## src/rtl/disp_pkg.sv

```systemverilog
// Shared types and the BCD-to-seven-segment table for the display scanner.
package disp_pkg;

    // Segment vector {A,B,C,D,E,F,G}, bit 6 = A, 1 = lit.
    typedef logic [6:0] seg7_t;

    localparam seg7_t SEG_BLANK = 7'b000_0000;

    // Index = nibble value; codes 10..15 are not BCD and stay dark.
    localparam seg7_t SEG_TABLE [16] = '{
        7'b111_1110,  // 0
        7'b011_0000,  // 1
        7'b110_1101,  // 2
        7'b111_1001,  // 3
        7'b011_0011,  // 4
        7'b101_1011,  // 5
        7'b101_1111,  // 6
        7'b111_0000,  // 7
        7'b111_1111,  // 8
        7'b111_1011,  // 9
        SEG_BLANK, SEG_BLANK, SEG_BLANK,
        SEG_BLANK, SEG_BLANK, SEG_BLANK
    };

    function automatic seg7_t seg7_lookup(input logic [3:0] nib);
        return SEG_TABLE[nib];
    endfunction

endpackage

```

## src/rtl/seg7_decode.sv

```systemverilog
// Combinational nibble to segment-pattern decoder.
module seg7_decode
    import disp_pkg::*;
(
    input  logic [3:0] nibble_i,
    output seg7_t      seg_o
);

    assign seg_o = seg7_lookup(nibble_i);

endmodule

```

## src/rtl/disp_scan_7seg.sv

```systemverilog
// Multiplexed seven-segment scanner: prescaled digit scan, frame-aligned
// double-buffered display data, leading-zero blanking, per-digit blink and
// a one-cycle anode guard at the start of every digit slot.
module disp_scan_7seg
    import disp_pkg::*;
#(
    parameter int N_DIGITS   = 4,
    parameter int SCAN_DIV   = 1000,
    parameter int BLINK_DIV  = 64,
    parameter bit ACTIVE_LOW = 1'b0
) (
    input  logic                  clk,
    input  logic                  rst,
    input  logic [4*N_DIGITS-1:0] digits_in,
    input  logic [N_DIGITS-1:0]   dp_in,
    input  logic [N_DIGITS-1:0]   blink_en_in,
    input  logic                  blank_lz_in,
    input  logic                  load_in,
    output logic [6:0]            seg_out,
    output logic                  dp_out,
    output logic [N_DIGITS-1:0]   an_out,
    output logic                  frame_out
);

    localparam int IDX_W = $clog2(N_DIGITS);
    localparam int PRE_W = $clog2(SCAN_DIV);
    localparam int BLK_W = $clog2(BLINK_DIV + 1);

    localparam logic [IDX_W-1:0] IDX_LAST = IDX_W'(N_DIGITS - 1);
    localparam logic [PRE_W-1:0] PRE_LAST = PRE_W'(SCAN_DIV - 1);
    localparam logic [BLK_W-1:0] BLK_LAST = BLK_W'(BLINK_DIV - 1);

    localparam seg7_t SEG_POL = {7{ACTIVE_LOW}};

    logic [PRE_W-1:0]      presc_q, presc_d;
    logic [IDX_W-1:0]      idx_q, idx_d;
    logic [4*N_DIGITS-1:0] pend_dig_q, pend_dig_d;
    logic [N_DIGITS-1:0]   pend_dp_q, pend_dp_d;
    logic [4*N_DIGITS-1:0] act_dig_q, act_dig_d;
    logic [N_DIGITS-1:0]   act_dp_q, act_dp_d;
    logic [BLK_W-1:0]      blk_cnt_q, blk_cnt_d;
    logic                  blk_ph_q, blk_ph_d;

    seg7_t                 seg_q, seg_d;
    logic                  dp_q, dp_d;
    logic [N_DIGITS-1:0]   an_q, an_d;
    logic                  frame_q;

    logic                  tick;
    logic                  wrap;
    logic [3:0]            nibble_sel;
    seg7_t                 seg_dec;
    logic                  lz_hit;
    logic                  blink_hit;

    assign tick = (presc_q == PRE_LAST);
    assign wrap = tick && (idx_q == IDX_LAST);

    // Scan position, data buffers and blink timing for the next cycle.
    always_comb begin
        presc_d    = tick ? '0 : presc_q + PRE_W'(1);
        idx_d      = idx_q;
        if (tick) begin
            idx_d = (idx_q == IDX_LAST) ? '0 : idx_q + IDX_W'(1);
        end

        pend_dig_d = load_in ? digits_in : pend_dig_q;
        pend_dp_d  = load_in ? dp_in     : pend_dp_q;

        // A load landing on the wrap edge bypasses pending so it is not a frame late.
        act_dig_d  = act_dig_q;
        act_dp_d   = act_dp_q;
        if (wrap) begin
            act_dig_d = load_in ? digits_in : pend_dig_q;
            act_dp_d  = load_in ? dp_in     : pend_dp_q;
        end

        blk_cnt_d  = blk_cnt_q;
        blk_ph_d   = blk_ph_q;
        if (wrap) begin
            if (blk_cnt_q == BLK_LAST) begin
                blk_cnt_d = '0;
                blk_ph_d  = ~blk_ph_q;
            end else begin
                blk_cnt_d = blk_cnt_q + BLK_W'(1);
            end
        end
    end

    assign nibble_sel = act_dig_q[{idx_q, 2'b00} +: 4];

    seg7_decode u_dec (
        .nibble_i (nibble_sel),
        .seg_o    (seg_dec)
    );

    // Selected digit is a leading zero when it and every more significant digit are zero.
    always_comb begin
        lz_hit = 1'b0;
        if (blank_lz_in && (idx_q != '0)) begin
            lz_hit = 1'b1;
            for (int i = 0; i < N_DIGITS; i++) begin
                if ((IDX_W'(i) >= idx_q) && (act_dig_q[4*i +: 4] != 4'd0)) begin
                    lz_hit = 1'b0;
                end
            end
        end
    end

    assign blink_hit = blk_ph_q && blink_en_in[idx_q];

    // Output values for the slot being scanned, polarity applied last.
    always_comb begin
        seg_d = (lz_hit || blink_hit) ? SEG_BLANK : seg_dec;
        seg_d = seg_d ^ SEG_POL;
        dp_d  = (act_dp_q[idx_q] && !blink_hit) ^ ACTIVE_LOW;
        an_d  = (presc_q == '0) ? '0 : (N_DIGITS'(1) << idx_q);
        an_d  = an_d ^ {N_DIGITS{ACTIVE_LOW}};
    end

    // State and registered outputs; reset aborts the scan and drops any pending load.
    always_ff @(posedge clk) begin
        if (rst) begin
            presc_q    <= '0;
            idx_q      <= '0;
            pend_dig_q <= '0;
            pend_dp_q  <= '0;
            act_dig_q  <= '0;
            act_dp_q   <= '0;
            blk_cnt_q  <= '0;
            blk_ph_q   <= 1'b0;
            seg_q      <= SEG_POL;
            dp_q       <= ACTIVE_LOW;
            an_q       <= {N_DIGITS{ACTIVE_LOW}};
            frame_q    <= 1'b0;
        end else begin
            presc_q    <= presc_d;
            idx_q      <= idx_d;
            pend_dig_q <= pend_dig_d;
            pend_dp_q  <= pend_dp_d;
            act_dig_q  <= act_dig_d;
            act_dp_q   <= act_dp_d;
            blk_cnt_q  <= blk_cnt_d;
            blk_ph_q   <= blk_ph_d;
            seg_q      <= seg_d;
            dp_q       <= dp_d;
            an_q       <= an_d;
            frame_q    <= wrap;
        end
    end

    assign seg_out   = seg_q;
    assign dp_out    = dp_q;
    assign an_out    = an_q;
    assign frame_out = frame_q;

endmodule

```

## config.mk

```make
export PLATFORM = sky130hd
export DESIGN_NAME = disp_scan_7seg
export DESIGN_NICKNAME = d
export VERILOG_FILES = /design/src/rtl/disp_pkg.sv /design/src/rtl/seg7_decode.sv /design/src/rtl/disp_scan_7seg.sv
export SDC_FILE = /design/constraint.sdc
export NUM_CORES = 1
export LEC_CHECK = 0
export BUFFER_PORTS_ARGS = -buffer_cell sky130_fd_sc_hd__buf_2
export CORE_ASPECT_RATIO = 1.4
export CORE_MARGIN = 5
export CORE_UTILIZATION = 40
export CTS_CLUSTER_DIAMETER = 30
export DETAILED_ROUTE_END_ITERATION = 8
export HOLD_SLACK_MARGIN = 0.12
export MAX_ROUTING_LAYER = met4
export PLACE_DENSITY = 0.65
export SLEW_MARGIN = 15
export SYNTH_ARGS = -nofsm -noshare
export SYNTH_HDL_FRONTEND = slang
export SYNTH_HIERARCHICAL = 1
export SYNTH_SLANG_ARGS = --single-unit
```

## constraint.sdc

```tcl
create_clock -name clk -period 4.4 [get_ports clk]
set_input_delay 0.22 -clock clk [delete_from_list [all_inputs] [get_ports clk]]
set_output_delay 0.22 -clock clk [all_outputs]
set_load 0.02 [all_outputs]
```

After elaboration in Yosys (flattened, before gate mapping)
Memory sizes are Yosys's and may differ from the RTL's. A register that Yosys moved wholly into a read port is not among the register bits.
Cells that the tools add are included.
Widths: inputs -> output; s select.
Storage, ports and cells
  ROM bits: 112
  output and inout port bits: 13
  register bits: 66
  word-level logic and storage cells: 60
  memories kept: 1
Cells by class
  order comparisons: 5
  reductions and logical operators: 20
  equality and inequality tests: 3
  add/subtract/negate cells: 3
  shifts and indexed selects: 2
  bitwise logic cells: 2
  muxes and demuxes: 13
Memories
  (name not given): words 16, width 7, rd ports 1, clocked after memory_dff 1, write ports 0, RTL line disp_pkg.sv:26  | return SEG_TABLE[nib];
Operators with widths (number)
  $mux 16: 1
  $reduce_bool 4->1: 4
  $shiftx 16x5->4: 1
  $add 10x1->10 const B: 1
  $eq 10x10->1 const B: 1
  $logic_not 10->1: 1
  $logic_and 1x1->1: 8
  $add 7x1->7 const B: 1
  $eq 7x6->1 const B: 1
  $mux 1: 7
  $mux 7: 1
  $reduce_or 2->1: 3
  $not 4->5: 1
  $bmux 1 s2: 2
  $ge 1x2->1 const A: 2
  $ge 2x2->1 const A: 2
  $mux 4: 1
  $shl 1x2->4 const A: 1
  $lt 2x3->1 const B: 1
  $add 2x1->2 const B: 1
  $eq 2x2->1 const B: 1
  $mux 2: 1
  $reduce_and 2->1: 1
  $reduce_bool 2->1: 1
  3 further kinds: 3

Longest topological paths before layout
  depth in word-level cells: 9
  depth in mapped cells: 8

By module
The synthesis kept the hierarchy.
Modules (own cells, without submodules)
  disp_scan_7seg: area an instance 2896.5 µm², cells an instance 274, seq. area each 1461.4 µm², instances 1
  seg7_decode: area an instance 217.7 µm², cells an instance 30, seq. area each 0.0 µm², instances 1

Worst setup path before layout
No wires, ideal clock.
  kind: register to register
  start: register idx_q[0]
  end: register seg_q[6], in the netlist seg_out[6]
  clock period less this slack: 2015 ps
  required time: 4285 ps
  library setup time: 115 ps
  stages on the path, launching flop included: 9
  slack: 2385 ps
  data arrival time: 1900 ps
  cells stage by stage: dfxtp_1 -> buf_2 -> mux4_2 -> inv_1 -> ha_1 -> nor2_1 -> a21oi_2 -> o22ai_1 -> and2_1
RTL lines
  start: declaration: RTL line disp_scan_7seg.sv:36  | logic [IDX_W-1:0] idx_q, idx_d;
  start signal: assignment: RTL line disp_scan_7seg.sv:138  | idx_q <= idx_d;
  $shiftx 16x5->4: RTL line disp_scan_7seg.sv:90  | assign nibble_sel = act_dig_q[{idx_q, 2'b00} +: 4];
  net nibble_sel[1]: RTL line disp_scan_7seg.sv:51  | logic [3:0] nibble_sel;
  $not 4->5 (implied by the code): RTL line disp_pkg.sv:26
  end: declaration: RTL line disp_scan_7seg.sv:44  | seg7_t seg_q, seg_d;
The timed path passes the listed nets, and every way through them passes these cells. The select of a mux whose other input is x is not followed.
A chain may end at the register's enable or synchronous reset.

Worst setup path in the final report
  start: register idx_q[0]
  end: register act_dig_q[7]
Between the ends
  longest elaborated chain between the ends: 2
Ends and longest elaborated chain
  $eq 2x2->1: RTL line disp_scan_7seg.sv:57  | assign wrap = tick && (idx_q == IDX_LAST);
  $logic_and 1x1->1: RTL line disp_scan_7seg.sv:57
  end signal: assignment: RTL line disp_scan_7seg.sv:141  | act_dig_q <= act_dig_d;
  end: declaration: RTL line disp_scan_7seg.sv:39  | logic [4*N_DIGITS-1:0] act_dig_q, act_dig_d;
Every way passes these cells.

==> results.md <==
* Commonest non-fill, non-tap cell in the layout: dfxtp_1
* Post-Syn Area at just over 0.003 mm2
* Reg-to-reg slack, setup at between 2 and 2.5 ns
* Min Tclk post-route at between 2 and 2.5 ns
* DR pass1 iterations at 5
* Number of distinct library cells after synthesis at 44
* Via density at roughly 5.0
* Synthesis-stage register bit count at 73
* # Post-CTS Setup Buffers at 0
* TritonCTS clock tree: yes
* Final worst-path cycle share at 54.01%
* Delay of the slowest cell on the worst path at approximately 0.75 ns
* Longest Clk Path Bufs at 2
* H-tree depth at 3
* Slew @ Worst Pin at ~0.85 ns
* CP arrival at 2.61 ns
* Largest delay share family, worst path: flip-flops
* FF-to-FF Start: idx_q[0]
* Final setup vio count at 0
* Sequential share of the synthesized area at 46.93%
* Placed wire-length estimate at around 4.3 mm
* CTS Sinks at 73
* Antenna violations before repair at 0
* Crit path capture type: register
* Starting Density at about two fifths
* Mapped Cells at a little over 300
* Chip height at around 110 um
* Hold buffer count at CTS at 0
* GR Util All Layers at between 10% and 20%
* Slew Limit Headroom at roughly 43%
* Inserted Clock Buffers at 9
* First-pass GRT wire length at 10.17 mm
* Max_cap viols at 0
* Crit path buffers/inverters at 1
* Row count at 38
* Die area at 0.009675 mm2
* Worst path cell trace: ha_1 > and4_4 > and3_1 > buf_4 > nor2_2 > o22a_1
* Setup TNS Final at 0 ns
* Final Hold Fails at 0
* Worst path required time at roughly 4.6 ns
* Pre-CTS setup slack at 2.043 ns
* Synthesis Warnings at 6
* Layout net count at 380
* Run status: finished clean
* Placeable Area at around 0.0077 mm2
* Largest net degree at the start of global routing at 47
* DR iter-0 viols at between 80 and 90
* Min-delay worst type: in2reg
* Commonest non-fill, non-tap cells in the layout: dfxtp_1, nor2_1, buf_2, mux2i_1, o22a_1
* Post-synth ARST share at 0%
* Clock tree root driver cell: clkbuf_8
* Share of cells above drive strength 1 at around 22%
* Worst-path clk slew at 0.08 ns
* Power per Cell Area at about 380 mW/mm2
* Slowest cell on the critical path: dfxtp_1
* Die X at around 85 um
* Clock Latency Late Sink at between 0.3 and 0.4 ns
* Io pins at between 40 and 50
* Final critical-path setup slack at slightly above 2 ns
* Tot Pwr at around 1.3 mW
* Setup CP Type: reg2reg
* Area delta synth->final at 14.58%
* Max Freq at 0.4208 GHz
* DRC errors left at 0
* Hold Crit Start: digits_in[0]
* RSZ-0062 raised after global routing: false
* Slew Limit Fails at 0
* Global route overflow at 0
* Vias in the first global route at 2,278
* RD Place Congestion at slightly above 0.8
* Post_cts resized at 0
* Drt wl/cell at between 10 and 15 um
* ANT cells at 0
* Antenna Violating Nets Remaining at 0
* Number of synthesized flops with an enable pin at 0
* Clock skew at 0.006310 ns
* Average cell area after synthesis at 10.24 um2
* Maximum vdd drop at around 280 uV
* Detailed-route wire length at around 6 mm
* Leakage power at around 1.5 nW
* Worst-path fanout max at 32
* Total number of vias at 2,210
* IO Port Bufs at 40
* CP startpoint: idx_q[0]
* Main synth FF type: dfxtp_1
* Syn nets at 345
* Startpoint types: register
==> registers in the layout, indices dropped and copies added, names as in the netlist <==
| signal | cells |
|---|---|
| pend_dp_q | 4 |
| pend_dig_q | 16 |
| an_out | 4 |
| presc_q | 10 |
| seg_out | 7 |
| idx_q | 2 |
| blk_ph_q | 1 |
| act_dig_q | 16 |
| dp_out | 1 |
| act_dp_q | 4 |
| blk_cnt_q | 7 |
| frame_out | 1 |
==> worst paths after layout <==
kind | to | cells past startpoint
max reg2reg | act_dig_q[7] | 6
min | pend_dig_q[0] | 3
max | act_dig_q[7] | 6
min reg2reg | blk_cnt_q[6] | 2
==> through the flow <==
step	hold WS, ns	utilization (%)	area [um2]	std cells
final	0.1458	46.62	3568	444
after global routing	0.1758	46.62	3568	444
after CTS	0.1385	46.62	3568	444
after detailed placement	0.4405	43.67	3343	428
after global placement	0.4372	43.67	3343	428
after floorplan	0.4049	-	3114	304
==> where the power goes <==
| group | switching [mW] | leakage, nW | total (mW) | internal [mW] |
|---|---|---|---|---|
| Sequential | 0.00601 | 0.595 | 0.683 | 0.677 |
| Clock | 0.267 | 0.106 | 0.591 | 0.324 |
| Combinational | 0.0410 | 0.820 | 0.0721 | 0.0311 |
| Total | 0.314 | 1.52 | 1.35 | 1.03 |
==> worst reg2reg max path, stage by stage, from the launching register on <==
cell and delay [ns]:
dfxtp_1 0.75, ha_1 0.27, and4_4 0.25, and3_1 0.16, buf_4 0.34, nor2_2 0.21
o22a_1 0.27
==> cells in the mapped netlist, types with 3 or more instances <==
cell	n	area, um2
o21ai_0	5	25.02
inv_1	11	41.29
a21oi_1	11	55.05
ha_1	13	162.7
buf_2	8	40.04
nor4_1	4	25.02
and3_1	4	25.02
and2_1	9	56.30
buf_6	3	33.78
nand2b_1	6	37.54
nand4_1	3	18.77
nor3_1	3	15.01
a211oi_2	6	75.07
nand2_1	10	37.54
mux4_2	6	135.1
o22a_1	14	122.6
nand3_1	5	25.02
mux2i_1	22	220.2
xnor2_1	6	52.55
clkbuf_1	4	15.01
o22ai_1	3	18.77
xor2_1	4	35.03
dfxtp_1	73	1461
nor2_1	46	172.7
==> routing by layer <==
metal | wire, um | GRT usage (%) | vias up
li1 | - | - | 1132
met1 | 2510 | 13.89 | 1025
met2 | 3191 | 23.78 | 39
met3 | 253 | 3.816 | 14
met4 | 128 | 6.653 | 0
met5 | 0 | - | -
==> final cells by class <==
class                   instances  area (um2)
clock inverters                 7       101.3
inverters                      11       41.29
repair buffers                 41       207.7
multi-input cells             203        1508
fillers                       730        4086
clock buffers                   9       123.9
well taps                     100       125.1
flip-flops and latches         73        1461
==> kinds of logic after synthesis <==
kind of cell             share of synthesized area, %
AO/OA/AOI/OAI                                   11.73
XOR/XNOR                                        2.812
flip-flops                                      46.93
adder cells (fa/ha/maj)                         5.223
AND/OR/NAND/NOR                                 17.24
multiplexers                                    11.41
buffers and inverters                           4.660
Power figures use the tool's default switching activity.
